--- config.mk ---
export PLATFORM = sky130hd
export DESIGN_NAME = hpdcache_fifo_lvl
export DESIGN_NICKNAME = d
export VERILOG_FILES = /design/src/rtl/hpdcache_fifo_pkg.sv /design/src/rtl/hpdcache_fifo_ptr.sv /design/src/rtl/hpdcache_fifo_lvl.sv
export SDC_FILE = /design/constraint.sdc
export NUM_CORES = 1
export LEC_CHECK = 0
export CAP_MARGIN = 20
export CELL_PAD_IN_SITES_DETAIL_PLACEMENT = 2
export CELL_PAD_IN_SITES_GLOBAL_PLACEMENT = 2
export CORE_MARGIN = 1.5
export CORE_UTILIZATION = 38
export CTS_BUF_LIST = sky130_fd_sc_hd__clkbuf_2
export DETAILED_ROUTE_END_ITERATION = 10
export HOLD_SLACK_MARGIN = 0.06
export PLACE_DENSITY_LB_ADDON = 0.05
export SLEW_MARGIN = 40
export SYNTH_ARGS = -nofsm -noshare
export SYNTH_HDL_FRONTEND = slang
export SYNTH_SLANG_ARGS = --single-unit
--- constraint.sdc ---
create_clock -name clk_i -period 3.6 [get_ports clk_i]
set_input_delay 0.54 -clock clk_i [delete_from_list [all_inputs] [get_ports clk_i]]
set_output_delay 0.54 -clock clk_i [all_outputs]
set_load 0.03 [all_outputs]
--- src/rtl/hpdcache_fifo_pkg.sv ---
// Shared helpers for the HPDcache queue blocks: usage/pointer widths and
// wrap-around pointer increment for arbitrary (non power-of-two) depths.
package hpdcache_fifo_pkg;

  // Bits needed to hold an occupancy count of 0..depth
  function automatic int unsigned fifo_usage_width(int unsigned depth);
    return $clog2(depth + 1);
  endfunction

  // Bits needed to address depth entries (at least one)
  function automatic int unsigned fifo_ptr_width(int unsigned depth);
    return (depth > 1) ? $clog2(depth) : 1;
  endfunction

  // Next pointer value with explicit wrap from depth-1 back to 0
  function automatic int unsigned fifo_ptr_inc(int unsigned ptr, int unsigned depth);
    return (ptr >= depth - 1) ? 0 : ptr + 1;
  endfunction

endpackage

--- src/rtl/hpdcache_fifo_ptr.sv ---
// Wrap-around pointer counter for register FIFOs of any depth.
// clr_i has priority over inc_i.
module hpdcache_fifo_ptr
  import hpdcache_fifo_pkg::*;
#(
  parameter int unsigned  DEPTH = 4,
  localparam int unsigned PW    = fifo_ptr_width(DEPTH)
) (
  input  logic          clk_i,
  input  logic          rst_ni,
  input  logic          clr_i,
  input  logic          inc_i,
  output logic [PW-1:0] ptr_o
);

  logic [PW-1:0] r_ptr_q;
  logic [PW-1:0] w_ptr_d;

  // Next pointer: clear, wrap-increment or hold
  always_comb begin
    w_ptr_d = r_ptr_q;
    if (clr_i) begin
      w_ptr_d = '0;
    end else if (inc_i) begin
      w_ptr_d = PW'(fifo_ptr_inc(32'(r_ptr_q), DEPTH));
    end
  end

  // Pointer register
  always_ff @(posedge clk_i or negedge rst_ni) begin
    if (!rst_ni) begin
      r_ptr_q <= '0;
    end else begin
      r_ptr_q <= w_ptr_d;
    end
  end

  assign ptr_o = r_ptr_q;

endmodule

--- src/rtl/hpdcache_fifo_lvl.sv ---
// Register FIFO with occupancy count, registered almost-full/almost-empty
// flags, synchronous flush and optional write-to-read feedthrough.
// Optional statistics (high-water mark, sticky overflow) under the
// HPDCACHE_FIFO_STATS_EN macro.
module hpdcache_fifo_lvl
  import hpdcache_fifo_pkg::*;
#(
  parameter int unsigned  FIFO_DEPTH    = 4,
  parameter bit           FEEDTHROUGH   = 1'b0,
  parameter int unsigned  AFULL_THRESH  = FIFO_DEPTH - 1,
  parameter int unsigned  AEMPTY_THRESH = 1,
  parameter type          fifo_data_t   = logic,
  localparam int unsigned UW            = fifo_usage_width(FIFO_DEPTH)
) (
  input  logic          clk_i,
  input  logic          rst_ni,
  input  logic          flush_i,
  input  logic          w_i,
  output logic          wok_o,
  input  fifo_data_t    wdata_i,
  input  logic          r_i,
  output logic          rok_o,
  output fifo_data_t    rdata_o,
  output logic [UW-1:0] usage_o,
  output logic          afull_o,
  output logic          aempty_o
`ifdef HPDCACHE_FIFO_STATS_EN
  ,
  output logic [UW-1:0] hwm_o,
  output logic          ovf_o
`endif
);

  localparam int unsigned PW      = fifo_ptr_width(FIFO_DEPTH);
  localparam logic [UW-1:0] DepthU  = UW'(FIFO_DEPTH);
  localparam logic [UW-1:0] AfullU  = UW'(AFULL_THRESH);
  localparam logic [UW-1:0] AemptyU = UW'(AEMPTY_THRESH);

  if (FIFO_DEPTH < 2) begin : gen_depth_check
    $fatal(1, "hpdcache_fifo_lvl: FIFO_DEPTH must be >= 2");
  end

  fifo_data_t    r_mem [FIFO_DEPTH];
  logic [UW-1:0] r_usage_q;
  logic [UW-1:0] w_usage_d;
  logic          r_afull_q;
  logic          r_aempty_q;
  logic [PW-1:0] w_rptr;
  logic [PW-1:0] w_wptr;
  logic          w_empty;
  logic          w_full;
  logic          w_bypass;
  logic          w_push;
  logic          w_pop;

  // Handshakes, push/pop decode and next occupancy; flush overrides everything
  always_comb begin
    w_empty   = (r_usage_q == '0);
    w_full    = (r_usage_q == DepthU);
    wok_o     = ~flush_i & (~w_full | (FEEDTHROUGH & r_i));
    rok_o     = ~flush_i & (~w_empty | (FEEDTHROUGH & w_i));
    // Empty feedthrough with both requests: data passes straight through
    w_bypass  = FEEDTHROUGH & w_empty & w_i & r_i;
    w_push    = w_i & wok_o & ~w_bypass;
    w_pop     = r_i & rok_o & ~w_bypass;
    rdata_o   = (FEEDTHROUGH && w_empty) ? wdata_i : r_mem[w_rptr];
    w_usage_d = flush_i ? '0 : (r_usage_q + UW'(w_push) - UW'(w_pop));
  end

  hpdcache_fifo_ptr #(
    .DEPTH (FIFO_DEPTH)
  ) u_rptr (
    .clk_i  (clk_i),
    .rst_ni (rst_ni),
    .clr_i  (flush_i),
    .inc_i  (w_pop),
    .ptr_o  (w_rptr)
  );

  hpdcache_fifo_ptr #(
    .DEPTH (FIFO_DEPTH)
  ) u_wptr (
    .clk_i  (clk_i),
    .rst_ni (rst_ni),
    .clr_i  (flush_i),
    .inc_i  (w_push),
    .ptr_o  (w_wptr)
  );

  // Storage write; contents are intentionally not reset
  always_ff @(posedge clk_i) begin
    if (w_push) begin
      r_mem[w_wptr] <= wdata_i;
    end
  end

  // Occupancy and flags, flags derived from next usage so they align with usage_o
  always_ff @(posedge clk_i or negedge rst_ni) begin
    if (!rst_ni) begin
      r_usage_q  <= '0;
      r_afull_q  <= (AFULL_THRESH == 0);
      r_aempty_q <= 1'b1;
    end else begin
      r_usage_q  <= w_usage_d;
      r_afull_q  <= (w_usage_d >= AfullU);
      r_aempty_q <= (w_usage_d <= AemptyU);
    end
  end

  assign usage_o  = r_usage_q;
  assign afull_o  = r_afull_q;
  assign aempty_o = r_aempty_q;

`ifdef HPDCACHE_FIFO_STATS_EN
  logic [UW-1:0] r_hwm_q;
  logic          r_ovf_q;

  // High-water mark survives flush; overflow is sticky until reset
  always_ff @(posedge clk_i or negedge rst_ni) begin
    if (!rst_ni) begin
      r_hwm_q <= '0;
      r_ovf_q <= 1'b0;
    end else begin
      if (w_usage_d > r_hwm_q) begin
        r_hwm_q <= w_usage_d;
      end
      if (w_i & ~wok_o & ~flush_i) begin
        r_ovf_q <= 1'b1;
      end
    end
  end

  assign hwm_o = r_hwm_q;
  assign ovf_o = r_ovf_q;
`endif

`ifndef SYNTHESIS
  a_no_overflow : assert property (@(posedge clk_i) disable iff (!rst_ni)
    !(w_push && !w_pop && w_full));
  a_no_underflow : assert property (@(posedge clk_i) disable iff (!rst_ni)
    !(w_pop && !w_push && w_empty));
`endif

endmodule
==> Word-level counts from Yosys, hierarchy flattened <==
Memories as Yosys holds them, arrays and structs flattened.
Cells that the tools add are included.
{ "word_totals": {"latchBits": 0, "regBits": 9, "ram_bits": 4, "n_memories": 1, "elab_cells": 34, "input_bits": 6, "rom_bits": 0} }
{ "classes": {"add_sub_neg": 4, "n_mux": 9, "div": 0, "multipliers": 0, "shifts": 0, "reduce_logical": 3, "eq_ne": 1, "order_cmp": 4, "bitwise_logic": 7} }
{ "mem_list": {"columns": ["name", "depth", "word_bits", "read_ports", "rd_clocked_by_memory_dff", "write_ports", "line", "rtl"], "rows": [
  ["r_mem", 4, 1, 1, 0, 1, "hpdcache_fifo_lvl.sv:43", "fifo_data_t r_mem [FIFO_DEPTH];"]
]} }
{ "ops": {"columns": ["cell", "count"], "rows": [
  ["2-bit two-way mux", 6],
  ["2-bit by 1-bit adder with 2-bit output, second input constant", 2],
  ["1-bit bitwise AND", 4],
  ["2-bit >= comparator, second input constant", 2],
  ["2-bit nonzero test", 2],
  ["3-bit by 1-bit adder with 3-bit output", 1],
  ["3-bit equality test, second input constant", 1],
  ["3-bit by 2-bit >= comparator with 1-bit output, second input constant", 1],
  ["3-bit by 1-bit less-or-equal comparator with 1-bit output, second input constant", 1],
  ["3-bit zero test", 1],
  ["3-bit two-way mux", 1],
  ["1-bit NOT", 3],
  ["3-bit by 1-bit subtractor with 3-bit output", 1],
  ["1-bit two-way mux", 2]
]} }

==> Depth between registers and ports, before layout <==
Gate-level depths: netlist (run 1).
{ "depth": {"depth_word": 8, "mapped_depth": 11, "depth_no_buf": 11} }

==> Hierarchy <==
Synthesis (run 1) repeated with hierarchy kept, for this count alone.
{ "hier_totals": {"cells_unflattened": 52, "area_unflattened_um2": 676.9} }
{ "by_module_without_submodules": {"columns": ["mod", "cells_per_inst", "area_each_um2", "n_inst"], "rows": [
  ["hpdcache_fifo_lvl", 36, 476.7, 1],
  ["hpdcache_fifo_ptr", 8, 100.1, 2]
]} }

==> Worst setup path after synthesis (run 1) <==
OpenSTA, ideal clock, no wires.
{ "synth_timing": {"path_type": "register -> register", "startpoint": "register r_usage_q[1] (netlist: usage_o[1])", "endpoint": "register r_afull_q (netlist: afull_o)", "slack_ps": 1202, "path_stages_with_launch": 12, "n_path_buf": 0, "period_less_slack_ps": 2398, "required_ps": 3482, "arrival_ps": 2280, "path_cell_list": "dfrtp_1 > nor3b_2 > nor3b_4 > inv_1 > ha_1 > inv_1 > ha_1 > inv_1 > fa_1 > xnor3_1 > nor2_1 > a21o_1"} }
{ "synth_via": {"elab_chain_cells": 8, "word_cells_on_any_way": 12, "cone_classes": "add/sub (2); order compare (1); eq/ne (1); mux (1); bitwise (6); reduce/logical (1)"} }
{ "synth_rtl": {"columns": ["element", "line", "rtl"], "rows": [
  ["start: declaration", "hpdcache_fifo_lvl.sv:44", "logic [UW-1:0] r_usage_q;"],
  ["start signal: assignment", "hpdcache_fifo_lvl.sv:104", "r_usage_q <= w_usage_d;"],
  ["3-bit equality test", "hpdcache_fifo_lvl.sv:59", "w_full = (r_usage_q == DepthU);"],
  ["1-bit NOT", "hpdcache_fifo_lvl.sv:60", "wok_o = ~flush_i & (~w_full | (FEEDTHROUGH & r_i));"],
  ["1-bit bitwise AND", "hpdcache_fifo_lvl.sv:60", null],
  ["1-bit bitwise AND", "hpdcache_fifo_lvl.sv:64", "w_push = w_i & wok_o & ~w_bypass;"],
  ["3-bit by 1-bit adder with 3-bit output", "hpdcache_fifo_lvl.sv:67", "w_usage_d = flush_i ? '0 : (r_usage_q + UW'(w_push) - UW'(w_pop));"],
  ["3-bit by 1-bit subtractor with 3-bit output *", "hpdcache_fifo_lvl.sv:67", null],
  ["3-bit two-way mux *", "hpdcache_fifo_lvl.sv:67", null],
  ["via w_usage_d[2]", "hpdcache_fifo_lvl.sv:45", "logic [UW-1:0] w_usage_d;"],
  ["3-bit by 2-bit >= comparator with 1-bit output *", "hpdcache_fifo_lvl.sv:105", "r_afull_q <= (w_usage_d >= AfullU);"],
  ["end signal: assignment", "hpdcache_fifo_lvl.sv:101", "r_afull_q <= (AFULL_THRESH == 0);"],
  ["end signal: assignment", "hpdcache_fifo_lvl.sv:105", null],
  ["end: declaration", "hpdcache_fifo_lvl.sv:46", "logic r_afull_q;"]
]} }
Mark *: on every way through the listed nets, which the timed path passes. The rest lies on a longest branch.
A chain may end at the register's enable or synchronous reset.

==> Worst setup path after layout (run 1) <==
{ "layout_timing": {"startpoint": "input flush_i", "endpoint": "register r_afull_q (netlist: afull_o)"} }
{ "layout_via": {"elab_chain_cells": 7, "word_cells_on_any_way": 9, "cone_classes": "add/sub (2); order compare (1); mux (1); bitwise (5)"} }
{ "layout_rtl": {"columns": ["element", "line", "rtl"], "rows": [
  ["start: declaration", "hpdcache_fifo_lvl.sv:17", "input logic flush_i,"],
  ["1-bit NOT", "hpdcache_fifo_lvl.sv:60, hpdcache_fifo_lvl.sv:61", null],
  ["1-bit bitwise AND", "hpdcache_fifo_lvl.sv:60", null],
  ["1-bit bitwise AND", "hpdcache_fifo_lvl.sv:64", null],
  ["3-bit by 1-bit adder with 3-bit output", "hpdcache_fifo_lvl.sv:67", null],
  ["3-bit by 1-bit subtractor with 3-bit output", "hpdcache_fifo_lvl.sv:67", null],
  ["3-bit two-way mux *", "hpdcache_fifo_lvl.sv:67", null],
  ["via w_usage_d[2]", "hpdcache_fifo_lvl.sv:45", null],
  ["3-bit by 2-bit >= comparator with 1-bit output *", "hpdcache_fifo_lvl.sv:105", null]
]} }
Marked as above.

==> run metrics, run 1 <==
outcome finished, final reports clean; final antenna-violating net count 0; Synth cell types 19; Final Hold Viols 0; mapped cell area 719.4 um2; total power per unit cell area 645.6 mW/mm2; Area Overhead vs Synth 23.65%; TritonCTS Buffers 3; Clock Latency Late Sink 270 ps; worst r2r path cells 11; R2R Setup Slk 1090 ps; Synth top area share 27.83%; Final Slew Violations 0; WS Path Type input pin to register; multi-input logic area 342.8 um2; Yosys reg bits 13; most common cell after layout, fill and taps aside clkdlybuf4s50_1; final non-filler cell total 95; DP HPWL 1.117 mm; initial DRC count 0; Post-DP Area 869.6 um2; post_cts resized 0; clk sink count 13; Slew HR 68.92%; CTS tree yes; Avg Cell Area, Syn 13.32 um2; Synthesis Warnings 0; CTS max path bufs 2; global-route wire length before repair 2.346 mm; CTS root buffer clkbuf_2; largest net degree at the start of global routing 12; clk_skew 4.528 ps; Core Footprint 0.001745 mm2; Total Wirelength 1.378 mm; Setup Fix Bufs, Post-CTS 0; Leak 0.4087 nW; total die area 0.002163 mm2; ranking of synthesized cells by area dfrtp_1 (28%), edfxtp_1 (17%), ha_1 (12%), nor2_1 (4.7%), dfstp_2 (3.7%); number of global-route vias before repair 490; RSZ-0062 raised after global routing no; Critical Path RT 3770 ps; DR top layer met4; floorplan die height 46.51 um; wire per inst 14.51 um; antenna violations before repair 0; largest area contributor in the netlist dfrtp_1; syn_nets 68; Max VDD drop 331.4 uV; Final Setup Violations 0; final worst path period share 80.44%; Post-Place Cells 91; initial core utilization 41.22%; met1 WL 591 um; Post-Route Setup TNS 0 ps; I/O pins 14; Min-Delay Path Class input pin to async pin; final net count 85; Post-Layout Inst Area 889.6 um2; register area share after synthesis 48.17%; Reg area 346.6 um2; # H-tree levels 1; routed vias/inst 4.589; layout cells sized above 1 21.43%; most frequent cells in the layout clkdlybuf4s50_1 (13), nor2_1 (9), dfrtp_1 (8); CTS Hold Bufs 0; remaining global-route overflow 0; CP Max Fanout 11; Global Route Usage Sum 15.94%; # rows 15; synthesized instance count 54; met2 routed WL 744 um; Initial DRT Pass Iterations 1; type of origin of the critical path input pin; diode count 0; Final GP Congestion 0.6354; PortBufs 13; routed wl met3 36 um; Worst setup EP type register; r2r endpoint afull_o; CP Data Arrival Time 3070 ps; Die Width 46.51 um; Clk pin slew, worst setup/hold paths 130 ps; FILL cells 186; fin crit period 2896 ps; fmax 0.3453 GHz; worst reg2reg startpoint usage_o[2]; via count 436; max-cap viol count 0; Tightest Pin Transition 464.7 ps; drc violations 0
==> report_power, final <==
group / switching (W) / total, W / internal, W
logic: 0.000142 / 0.000274 / 0.000131
registers: 0.0000335 / 0.000223 / 0.000190
clock network: 0.0000481 / 0.0000776 / 0.0000295
total: 0.000224 / 0.000574 / 0.000351
==> area by class of cell <==
class                           count  area share, %
Clock buffer                        4          2.250
Inverter                            5          2.110
Multi-Input combinational cell     35          38.54
Sequential cell                    13          38.96
Tap cell                           25          3.516
Timing Repair Buffer               13          14.63
==> metrics by stage <==
step                      setup slack [ps]  hold WS (ps)  util, %  total power [W]
after global routing                 535.4         570.6    50.97        0.0006207
after detailed placement             374.5         648.0    49.82        0.0005070
after CTS                            679.9         555.2    50.97        0.0005901
after floorplan                       1202         244.4        -        0.0004030
after global placement               488.8         635.3    49.82        0.0004906
final                                704.0         567.9    50.97        0.0005744
==> Yosys cell counts <==
cell type	instances
nor2_1	9
dfrtp_1	8
ha_1	7
inv_1	5
and2_1	4
edfxtp_1	4
and2b_2	3
mux2_2	2
nor3b_2	2
a21o_1	1
buf_6	1
dfstp_2	1
fa_1	1
mux2_1	1
mux2_4	1
mux4_2	1
nor3_1	1
nor3b_4	1
xnor3_1	1
==> flip-flops by register name (all words and copies together), names as in the netlist <==
register	cells
u_rptr.ptr_o	2
u_wptr.ptr_o	2
aempty_o	1
r_mem	4
afull_o	1
usage_o	3
==> kinds of logic (layout without fill, tap and decap cells) <==
family / Yosys count / in the layout / share of synthesized area [%]
and+or+nand+nor: 20 / 20 / 18.61
DFF: 13 / 13 / 48.17
adders and majority gates: 8 / 8 / 14.96
buffers and inverters: 6 / 22 / 4.174
muxes: 5 / 5 / 9.912
AOI/OAI and AO/OA: 1 / 1 / 1.044
xor gates and xnor gates: 1 / 1 / 3.130
==> worst max-delay path by stage <==
stage	startpoint	endpoint	slack (ps)
finish	flush_i	afull_o	700
global route	flush_i	afull_o	540
CTS	flush_i	afull_o	680
detailed placement	flush_i	afull_o	370
global placement	flush_i	afull_o	490
floorplan	usage_o[1]	afull_o	1200
==> critical path: stages <==
cell,delay [ps]
clkdlybuf4s50_1,640
nor3b_4,430
inv_1,90
ha_1,290
inv_1,70
ha_1,130
inv_1,50
fa_1,360
xnor3_1,220
nor2_1,60
a21o_1,180
==> routing by layer <==
metal,up-vias,track usage (%)
met5,-,0
met4,0,6.857
met3,2,2.353
met2,7,27.50
met1,216,19.46
li1,211,-
Note: power is estimated with default switching activity, not from simulation.
==> run 2: changes to the inputs <==
CORE_UTILIZATION = 35   (was 38)
clock period = 2.9 ns   (was 3.6 ns; I/O delays follow)
==> run 2 against run 1 <==
Count of clock-buffer cells in the layout stayed put. Critical endpoint unchanged. First-iteration DRC count is 8 higher. Combinational power grew 29%. Sequential cell count is the same. Clock power up 22%. Total power rose by 26%. Non-clock buffer count grew 3. Largest power group unchanged. Wire length rose by 8.3%.
==> run metrics, run 2 (same netlist as run 1, synthesis figures left out) <==
outcome finished, final reports clean; Clock Latency Late Sink 260 ps; total power per unit cell area 791.7 mW/mm2; antenna violations before repair 0; Final GP Congestion 0.6675; Slew HR 70.73%; Max VDD drop 349.1 uV; Final WS setup 348.8 ps; # rows 16; clk sink count 13; Clock Power Share 13.0%; total die area 0.002337 mm2; CP max stage delay 580 ps; final antenna-violating net count 0; P_int 0.0004435 W; max reg flops 4; number of global-route vias before repair 527; Switching Power 0.0002807 W; Die Width 48.34 um; r2r endpoint afull_o; WS Path Type input pin to register; Initial DRT Pass Iterations 3; routed wl met3 54 um; power share of the combinational group 48.8%; most common cell after layout, fill and taps aside clkdlybuf4s50_1; via count 455; PortBufs 13; CTS root buffer clkbuf_2; routed vias/inst 4.550; DP HPWL 1.271 mm; final worst path period share 87.97%; sw frac 38.76%; Total Wirelength 1.493 mm; initial DRC count 8; met1 WL 618 um; CTS max path bufs 2; CP Data Arrival Time 2770 ps; Worst path slowest cell clkdlybuf4s50_1; TritonCTS Buffers 3; max-cap viol count 0; initial core utilization 37.05%; Final Hold Viols 0; CTS tree yes; met2 routed WL 813 um; wire per inst 14.93 um; Final Slew Violations 0; Area Overhead vs Synth 27.13%; post_cts resized 0; Min-Delay Path Class input pin to async pin; RSZ-0062 raised after global routing no; CTS Hold Bufs 0; R2R Setup Slk 520 ps; floorplan die height 48.34 um; most frequent cells in the layout clkdlybuf4s50_1 (13), nor2_1 (9), dfrtp_1 (8); remaining global-route overflow 0; DR top layer met4; Final Setup Violations 0; Tightest Pin Transition 437.6 ps; Core Footprint 0.001942 mm2; post-place setup slack 45.20 ps; Global Route Usage Sum 15.19%; fmax 0.3920 GHz; largest net degree at the start of global routing 10; worst r2r path cells 11; fin crit period 2551 ps; cells along the critical path clkdlybuf4s50_1, nor3b_4, inv_1, ha_1, inv_1, ha_1, inv_1, fa_1, xnor3_1, nor2_1, a21o_1; global-route wire length before repair 2.677 mm; Setup Fix Bufs, Post-CTS 0; Top reg by flops r_mem; Critical Path RT 3120 ps; I/O pins 14; CP Max Fanout 7; layout cells sized above 1 24.66%; most frequent CP cell inv_1; Worst setup EP type register; worst reg2reg startpoint usage_o[1]; Leak 0.4240 nW; diode count 0; type of origin of the critical path input pin; Seq pwr share 38.2%; Post-Route Setup TNS 0 ps; # H-tree levels 1; Clk pin slew, worst setup/hold paths 130 ps; drc violations 0; clk_skew 6.552 ps; final net count 88; FILL cells 214
==> run 2: how the worst max path moves through the flow <==
stage	depth (start not counted)	endpoint	from
2_1_floorplan	11	afull_o	usage_o[1]
3_3_place_gp	11	afull_o	flush_i
3_5_place_dp	11	afull_o	flush_i
4_1_cts	11	afull_o	flush_i
5_1_grt	11	afull_o	flush_i
6_report	11	afull_o	flush_i
==> run 2: metal layers <==
| layer | up-vias | GRT usage (%) |
|---|---|---|
| met5 | - | 0 |
| met4 | 0 | 2.857 |
| met3 | 2 | 4.630 |
| met2 | 7 | 28.01 |
| met1 | 231 | 17.40 |
| li1 | 215 | - |
==> run 2: cell type report <==
type	instances	area, um2	area share, %
sequential	13	346.6	37.89
multi-input combinational	35	342.8	37.48
timing repair buffer	16	152.6	16.69
tap	27	33.78	3.694
clock buffer	4	20.02	2.189
inverter	5	18.77	2.052
==> run 2: power by group through the flow <==
stage / Clock (W) / Combinational [W] / Sequential (W)
after global routing: 0.000110 / 0.000386 / 0.000284
final: 0.0000943 / 0.000354 / 0.000276
after floorplan: 0 / 0.000181 / 0.000319
after global placement: 0 / 0.000340 / 0.000279
after detailed placement: 0 / 0.000362 / 0.000282
after CTS: 0.000101 / 0.000362 / 0.000278
==> run 2: critical path, delay by kind of cell <==
kind                     cells  cell delay [ps]
AO/OA/AOI/OAI                1              110
XOR/XNOR                     1              190
adder cells (fa/ha/maj)      3              790
buffers and inverters        4              760
AND/OR/NAND/NOR              2              480
==> run 2: metrics by stage <==
stage	instances	hold slack (ps)	total power (W)	utilization (%)	area (um2)
6_report	100	461.3	0.0007241	47.10	914.6
5_1_grt	100	473.8	0.0007799	47.10	914.6
4_1_cts	100	468.4	0.0007414	47.10	914.6
3_5_place_dp	96	685.7	0.0006440	46.07	894.6
3_3_place_gp	96	644.2	0.0006185	46.07	894.6
2_1_floorplan	54	139.4	0.0005003	-	719.4
==> run 3: changes to the inputs <==
CAP_MARGIN = 15   (was 20)
==> results of run 3 <==
Same layout as run 2: the final DEF is identical, and so are final timing and power.
